## src/rtl/bcd_multidigit_counter_if.sv

```systemverilog
// Control/status bundle for the multi-digit BCD counter.
// master drives the controls, slave is the counter itself.
interface bcd_multidigit_counter_if #(
  parameter int unsigned DIGITS = 4
);
  localparam int unsigned W = 4 * DIGITS;

  logic         clr;
  logic         load;
  logic [W-1:0] load_val;
  logic         en;
  logic         up_dn;
  logic [W-1:0] cnt;
  logic         tc;
  logic         ovf;
  logic         load_err;

  modport master (
    output clr, load, load_val, en, up_dn,
    input  cnt, tc, ovf, load_err
  );

  modport slave (
    input  clr, load, load_val, en, up_dn,
    output cnt, tc, ovf, load_err
  );
endinterface

```

## src/rtl/bcd_multidigit_counter.sv

```systemverilog
// Parametrised multi-digit BCD up/down counter with clear, load, wrap or
// saturate at the range ends, and a combinational terminal count for chaining.
module bcd_multidigit_counter #(
  parameter int unsigned DIGITS = 4,
  parameter bit          WRAP   = 1'b1
) (
  input  logic                      clk,
  input  logic                      rst,
  bcd_multidigit_counter_if.slave   bus
);
  localparam int unsigned W = 4 * DIGITS;

  logic [W-1:0] cnt_q, cnt_d;
  logic         ovf_q, ovf_d;
  logic         load_err_q, load_err_d;

  logic [W-1:0] step_val;
  logic         at_end;
  logic [W-1:0] load_clean;
  logic         load_bad;
  logic         tc_c;

  // One count step in the current direction. The carry/borrow chain runs from
  // digit 0 upward; an illegal nibble counts as 9 and steps to 0 either way.
  always_comb begin : step_calc
    logic       chain;
    logic [3:0] dig;
    chain    = 1'b1;
    dig      = 4'd0;
    step_val = cnt_q;
    for (int unsigned k = 0; k < DIGITS; k++) begin
      dig = cnt_q[4*k +: 4];
      if (bus.up_dn) begin
        if (chain) step_val[4*k +: 4] = (dig >= 4'd9) ? 4'd0 : dig + 4'd1;
        chain = chain & (dig >= 4'd9);
      end else begin
        if (chain) step_val[4*k +: 4] = (dig == 4'd0) ? 4'd9 :
                                        (dig >  4'd9) ? 4'd0 : dig - 4'd1;
        chain = chain & (dig == 4'd0);
      end
    end
    // Chain still set after the last digit: counter sits at the range end.
    at_end = chain;
  end

  // Illegal nibbles in the load value load as 0 and flag an error.
  always_comb begin : load_check
    load_clean = bus.load_val;
    load_bad   = 1'b0;
    for (int unsigned k = 0; k < DIGITS; k++) begin
      if (bus.load_val[4*k +: 4] > 4'd9) begin
        load_clean[4*k +: 4] = 4'd0;
        load_bad             = 1'b1;
      end
    end
  end

  assign tc_c = bus.en & ~bus.clr & ~bus.load & at_end;

  // Next-state selection: clr > load > en > hold.
  always_comb begin : next_state
    cnt_d      = cnt_q;
    ovf_d      = 1'b0;
    load_err_d = 1'b0;
    if (bus.clr) begin
      cnt_d = '0;
    end else if (bus.load) begin
      cnt_d      = load_clean;
      load_err_d = load_bad;
    end else if (bus.en) begin
      ovf_d = at_end;
      if (WRAP || !at_end) cnt_d = step_val;
    end
  end

  always_ff @(posedge clk or negedge rst) begin : state_reg
    if (!rst) begin
      cnt_q      <= '0;
      ovf_q      <= 1'b0;
      load_err_q <= 1'b0;
    end else begin
      cnt_q      <= cnt_d;
      ovf_q      <= ovf_d;
      load_err_q <= load_err_d;
    end
  end

  assign bus.cnt      = cnt_q;
  assign bus.tc       = tc_c;
  assign bus.ovf      = ovf_q;
  assign bus.load_err = load_err_q;
endmodule

```

## src/flat_wrapper.sv

```systemverilog
// flat-port wrapper written by rule: the top's interface ports become plain ports
module bcd_multidigit_counter_flat 
#(
  parameter int unsigned DIGITS = 4,
  parameter bit          WRAP   = 1'b1
)
  (clk, rst, bus_clr, bus_load, bus_load_val, bus_en, bus_up_dn, bus_cnt, bus_tc, bus_ovf, bus_load_err);
  bcd_multidigit_counter_if #(.DIGITS(DIGITS)) bus_i ();
  input  logic clk;
  input  logic rst;
  input wire logic [$bits(bus_i.clr)-1:0] bus_clr;
  input wire logic [$bits(bus_i.load)-1:0] bus_load;
  input wire logic [$bits(bus_i.load_val)-1:0] bus_load_val;
  input wire logic [$bits(bus_i.en)-1:0] bus_en;
  input wire logic [$bits(bus_i.up_dn)-1:0] bus_up_dn;
  output wire logic [$bits(bus_i.cnt)-1:0] bus_cnt;
  output wire logic [$bits(bus_i.tc)-1:0] bus_tc;
  output wire logic [$bits(bus_i.ovf)-1:0] bus_ovf;
  output wire logic [$bits(bus_i.load_err)-1:0] bus_load_err;
  assign bus_i.clr = bus_clr;
  assign bus_i.load = bus_load;
  assign bus_i.load_val = bus_load_val;
  assign bus_i.en = bus_en;
  assign bus_i.up_dn = bus_up_dn;
  assign bus_cnt = bus_i.cnt;
  assign bus_tc = bus_i.tc;
  assign bus_ovf = bus_i.ovf;
  assign bus_load_err = bus_i.load_err;
  bcd_multidigit_counter #(.DIGITS(DIGITS), .WRAP(WRAP)) u_core (.clk(clk), .rst(rst), .bus(bus_i));
endmodule
```

## config.mk

```make
export PLATFORM = sky130hd
export DESIGN_NAME = bcd_multidigit_counter_flat
export DESIGN_NICKNAME = d
export VERILOG_FILES = /design/src/rtl/bcd_multidigit_counter_if.sv /design/src/rtl/bcd_multidigit_counter.sv /design/src/flat_wrapper.sv
export SDC_FILE = /design/constraint.sdc
export NUM_CORES = 1
export LEC_CHECK = 0
export ABC_AREA = 1
export CORE_MARGIN = 2
export CORE_UTILIZATION = 33
export CTS_BUF_LIST = sky130_fd_sc_hd__clkbuf_4 sky130_fd_sc_hd__clkbuf_8 sky130_fd_sc_hd__clkbuf_16
export CTS_CLUSTER_SIZE = 20
export DETAILED_ROUTE_END_ITERATION = 8
export PLACE_DENSITY_LB_ADDON = 0.1
export SYNTH_ARGS = -nofsm -noshare
export SYNTH_HDL_FRONTEND = slang
export SYNTH_SLANG_ARGS = --single-unit
```

## constraint.sdc

```tcl
create_clock -name clk -period 4.9 [get_ports clk]
set_clock_uncertainty 0.1 [all_clocks]
set_input_delay 0.98 -clock clk [delete_from_list [all_inputs] [get_ports clk]]
set_output_delay 0.98 -clock clk [all_outputs]
set_load 0.01 [all_outputs]
```

==> results.txt <==
- Crit path time final: approximately 4.2 ns
- Worst R2R Setup Slack: between 2 and 3 ns
* Number of iterations in the first detailed-routing pass: 4
- For this design, the CTS-stage hold fixing added 0 buffers.
- Worst Hold Margin: roughly 0.52 ns
- Transition time of the tightest slew-check pin: 0.903 ns
- CP cell instances: clkdlybuf4s50_1, inv_2, nand2_1, clkinv_4, nand2_1, nor2_1, nand4_1, nor3_1, clkdlybuf4s50_1
* Multi-input gate area: around 0.0013 mm²
* Depth of the worst register-to-register path: 10
- Crit path capture type: output port
* Unrepaired setup endpoints after global routing: false
- The worst hold path passes through 2 cells.
- Detailed-route DRC error count: 0
- Post-route fraction of the period consumed by the critical path: a little under nine tenths
* Critical path's slowest cell: sky130_fd_sc_hd__clkdlybuf4s50_1
* Power density normalized to cell area: between 200 and 250 mW/mm²
- Min-delay src: u_core.bus.cnt[9]$_DFFE_PN0P_
* Number of antenna violations at the first check in global routing: 0
- The endpoint identified for the worst register-to-register timing path is u_core.bus.cnt[10]$_DFFE_PN0P_.
- The count of buffers added on input and output ports is 40.
* Remaining global-route overflow: 0
* Clock buffers created by TritonCTS: 3
- The worst hold path terminates at u_core.bus.cnt[9]$_DFFE_PN0P_.
* Floorplan die area: 0.00647 mm²
- Path category of the worst min-delay check: flip-flop to flip-flop
- Ys Warns: 0
- Leading post-synthesis cells by cell area: sky130_fd_sc_hd__dfrtp_1 (23%), sky130_fd_sc_hd__nand2_1 (17%), sky130_fd_sc_hd__nand3_1 (13%), sky130_fd_sc_hd__ha_1 (9.1%), sky130_fd_sc_hd__o21ai_0 (4.4%)
- For this run, asynchronously set or reset flops after synthesis account for 100%.
- Static power due to leakage: about 1.2 nW
- Fill cells in the final layout number between 600 and 700.
* Final setup violation count: 0
* Total negative setup slack: 0 ns
- For the worst-skew pair, the clock arrives at the later sink with an insertion delay of ~0.26 ns.
- Syn Nets: around 330
- Fraction of power consumed by combinational cells: between 40% and 50%
- By count the netlist is led by sky130_fd_sc_hd__nand2_1 (86), sky130_fd_sc_hd__nand3_1 (49), sky130_fd_sc_hd__inv_1 (22).
* Launching point of the worst reg2reg path: u_core.bus.cnt[0]$_DFFE_PN0P_
- On the worst path, the slowest cell contributes a delay of 0.59 ns.
* Max-cap check violation count: 0
- The clock network burns about a fifth of the power.
- Antenna diode instance count: 0
- Counting every instance in the synthesized netlist gives around 300.
- After clock tree synthesis, the setup repair step added 0 buffers.
- Internal power comes to about 330 µW.
- The clock passes through at most 2 buffers.
- CTS built an H-tree with a depth of 1.
* Synthesized cell area: between 0.0015 and 0.002 mm²
* Weighted congestion reported at the end of routability-driven placement: 0.851
* Crit path max fanout: 10
* TritonCTS clock tree: built
- The detailed router finished its first iteration with roughly 130 violations.
- The via count of the first global-routing pass was 1,953.
- Synth Flop Type: sky130_fd_sc_hd__dfrtp_1
- Broken down by cell family, the worst path's largest delay share belongs to buffers and inverters.
- Derived from the worst setup path, the maximum achievable clock frequency is ~240 MHz.
- Post-route antenna net violation count: 0
- The floorplan step defined a core boundary enclosing between 0.005 and 0.006 mm².
- Number of placement rows: 27
* Part of the total power dissipated in sequential elements: 33.7%
- Die Wd: between 80 and 90 µm
* Total of cells resized after clock tree synthesis: 0
* Syn avg cell area: roughly 6.5 µm²
- Global routing used 18.2% of the available tracks across all layers.
* Number of cells in the design after placement: around 400
* Number of stages on the worst setup path: 9
- Net switching is about two fifths of the power.
* Initial Utilization: approximately a third
- Worst-case headroom to the max-slew limit: between 30 and 40%
- Across the whole layout, storage elements account for 450 µm².
- Arr. time, crit path: slightly above 3 ns
- The number of failing hold endpoints at the final stage came to 0.
- Area growth from synthesis to layout: 26.4%
* Final routed wirelength across all metal layers: between 5000 and 6000 µm
- a little over 40 I/O pins were placed.
- Die Height: roughly 80 µm
- After synthesis, the netlist uses 31 different library cells.
- Total clock sinks: 18
- The worst setup path is launched from an input port.
- The number of buffers and inverters on the critical path is 4.
* Max IR drop VDD: approximately 170 µV
- The first global-routing pass estimated a little over 9000 µm of wire.
- Cells with a size suffix above 1 make up a little under a tenth of the layout.
- The tree is rooted in a sky130_fd_sc_hd__clkbuf_8.
- Result of the run: finished clean
- Number of max-slew violations in the final report: 0
- Part of the Yosys area used for sequential elements: between 20% and 30%
- Crit Path Class: input port to output port
- Yosys mapped a number of flops with a built-in enable equal to 0.
- Vias: 2,042
* Most numerous cell in the Yosys netlist: sky130_fd_sc_hd__nand2_1
- Average routed wire per standard cell: 13.3 µm
- Final standard cell count with taps included and fillers excluded: ~410
* Sw Pwr: 236 µW
* Largest net degree at the start of global routing: 22
- Leading area contributor after synthesis: sky130_fd_sc_hd__dfrtp_1
- Clock-pin slew was measured on the worst setup and hold paths at 0.07 ns.
* DR vias/cell: a little over 5
- For the worst setup path, the data required time is 3.82 ns.
- After synthesis the netlist holds a flip-flop and latch count of 18.
- The synthesized design devotes to its leading area cell type 23.4% of total area.
- After the last flow step, the layout net total stands at roughly 370.
- Detailed placement ended at an HPWL of 4150 µm.
## metal layers
layer	track usage (%)	share of wire, %
met5	0	0
met4	2.03	0.67
met3	3.15	4.3
met2	30.3	44
met1	25.4	51
## sequential cells by signal, summed over array words and instances, names as in the netlist
register,count
u_core.bus.cnt,16
u_core.bus.load_err,1
u_core.bus.ovf,1
## worst max-delay path by stage
stage,start,end,slack [ns]
finish,bus_clr,bus_tc,0.73
global route,bus_clr,bus_tc,0.49
CTS,bus_clr,bus_tc,0.72
detailed placement,bus_clr,bus_tc,0.73
global placement,bus_clr,bus_tc,0.75
floorplan,bus_load,bus_tc,1.87
## cell type report
type | count | area share, %
multi-input combinational | 240 | 54.1
sequential | 18 | 18.5
timing repair buffer | 42 | 17.1
inverter | 31 | 4.98
tap | 72 | 3.70
clock buffer | 3 | 1.69
## kinds of logic (layout without fill, tap and decap cells)
logic type | Yosys count | after routing | synth area share [%]
fa+ha+maj | 14 | 14 | 9.09
compound gates | 40 | 40 | 12.4
simple gates | 179 | 179 | 43.7
flops | 18 | 18 | 23.4
xor+xnor | 7 | 7 | 3.18
buf+inv | 37 | 76 | 8.25
## metrics by stage
stage               cell area, µm²  worst slack (ns)  total power, mW  utilization (%)
floorplan                     1930              1.87            0.365                -
global placement              2390             0.748            0.462             43.0
detailed placement            2390             0.732            0.458             43.0
CTS                           2440             0.715            0.573             43.7
global route                  2440             0.495            0.621             43.7
finish                        2440             0.728            0.568             43.7
## tightest hold or removal path, stage by stage (launching register included)
cell,delay [ns]
sky130_fd_sc_hd__dfrtp_1,0.45
sky130_fd_sc_hd__nand2_1,0.09
sky130_fd_sc_hd__o21ai_2,0.05
## power by group through the flow
stage                     logic, mW  clock network (mW)  registers (mW)
after floorplan               0.172                   0           0.194
after global placement        0.266                   0           0.195
after detailed placement      0.264                   0           0.195
after CTS                     0.267               0.115           0.191
after global routing          0.303               0.122           0.196
final                         0.267               0.110           0.192
## cell usage in the layout (no fill, tap or decap)
master and count:
sky130_fd_sc_hd__a21oi_1 11, sky130_fd_sc_hd__ha_1 14, sky130_fd_sc_hd__o31ai_1 1, sky130_fd_sc_hd__a21oi_2 1, sky130_fd_sc_hd__clkinv_4 1, sky130_fd_sc_hd__nand3_1 49
sky130_fd_sc_hd__inv_2 8, sky130_fd_sc_hd__o21ai_0 17, sky130_fd_sc_hd__nand3b_1 5, sky130_fd_sc_hd__nand2_2 6, sky130_fd_sc_hd__nand2_1 86, sky130_fd_sc_hd__clkbuf_8 3
sky130_fd_sc_hd__xnor2_1 2, sky130_fd_sc_hd__clkdlybuf4s50_1 40, sky130_fd_sc_hd__nand2_4 4, sky130_fd_sc_hd__nor2_1 18, sky130_fd_sc_hd__nand4_1 6, sky130_fd_sc_hd__inv_1 22
sky130_fd_sc_hd__a31oi_1 2, sky130_fd_sc_hd__a41oi_1 1, sky130_fd_sc_hd__o21ai_1 1, sky130_fd_sc_hd__o21ai_2 2, sky130_fd_sc_hd__nand3_4 1, sky130_fd_sc_hd__o21ai_4 1
sky130_fd_sc_hd__nor3_1 2, sky130_fd_sc_hd__nand3_2 1, sky130_fd_sc_hd__o211ai_1 3, sky130_fd_sc_hd__buf_4 2, sky130_fd_sc_hd__xor2_1 5, sky130_fd_sc_hd__dfrtp_1 18
sky130_fd_sc_hd__nor2_4 1
(Power assumes the default switching activity.)
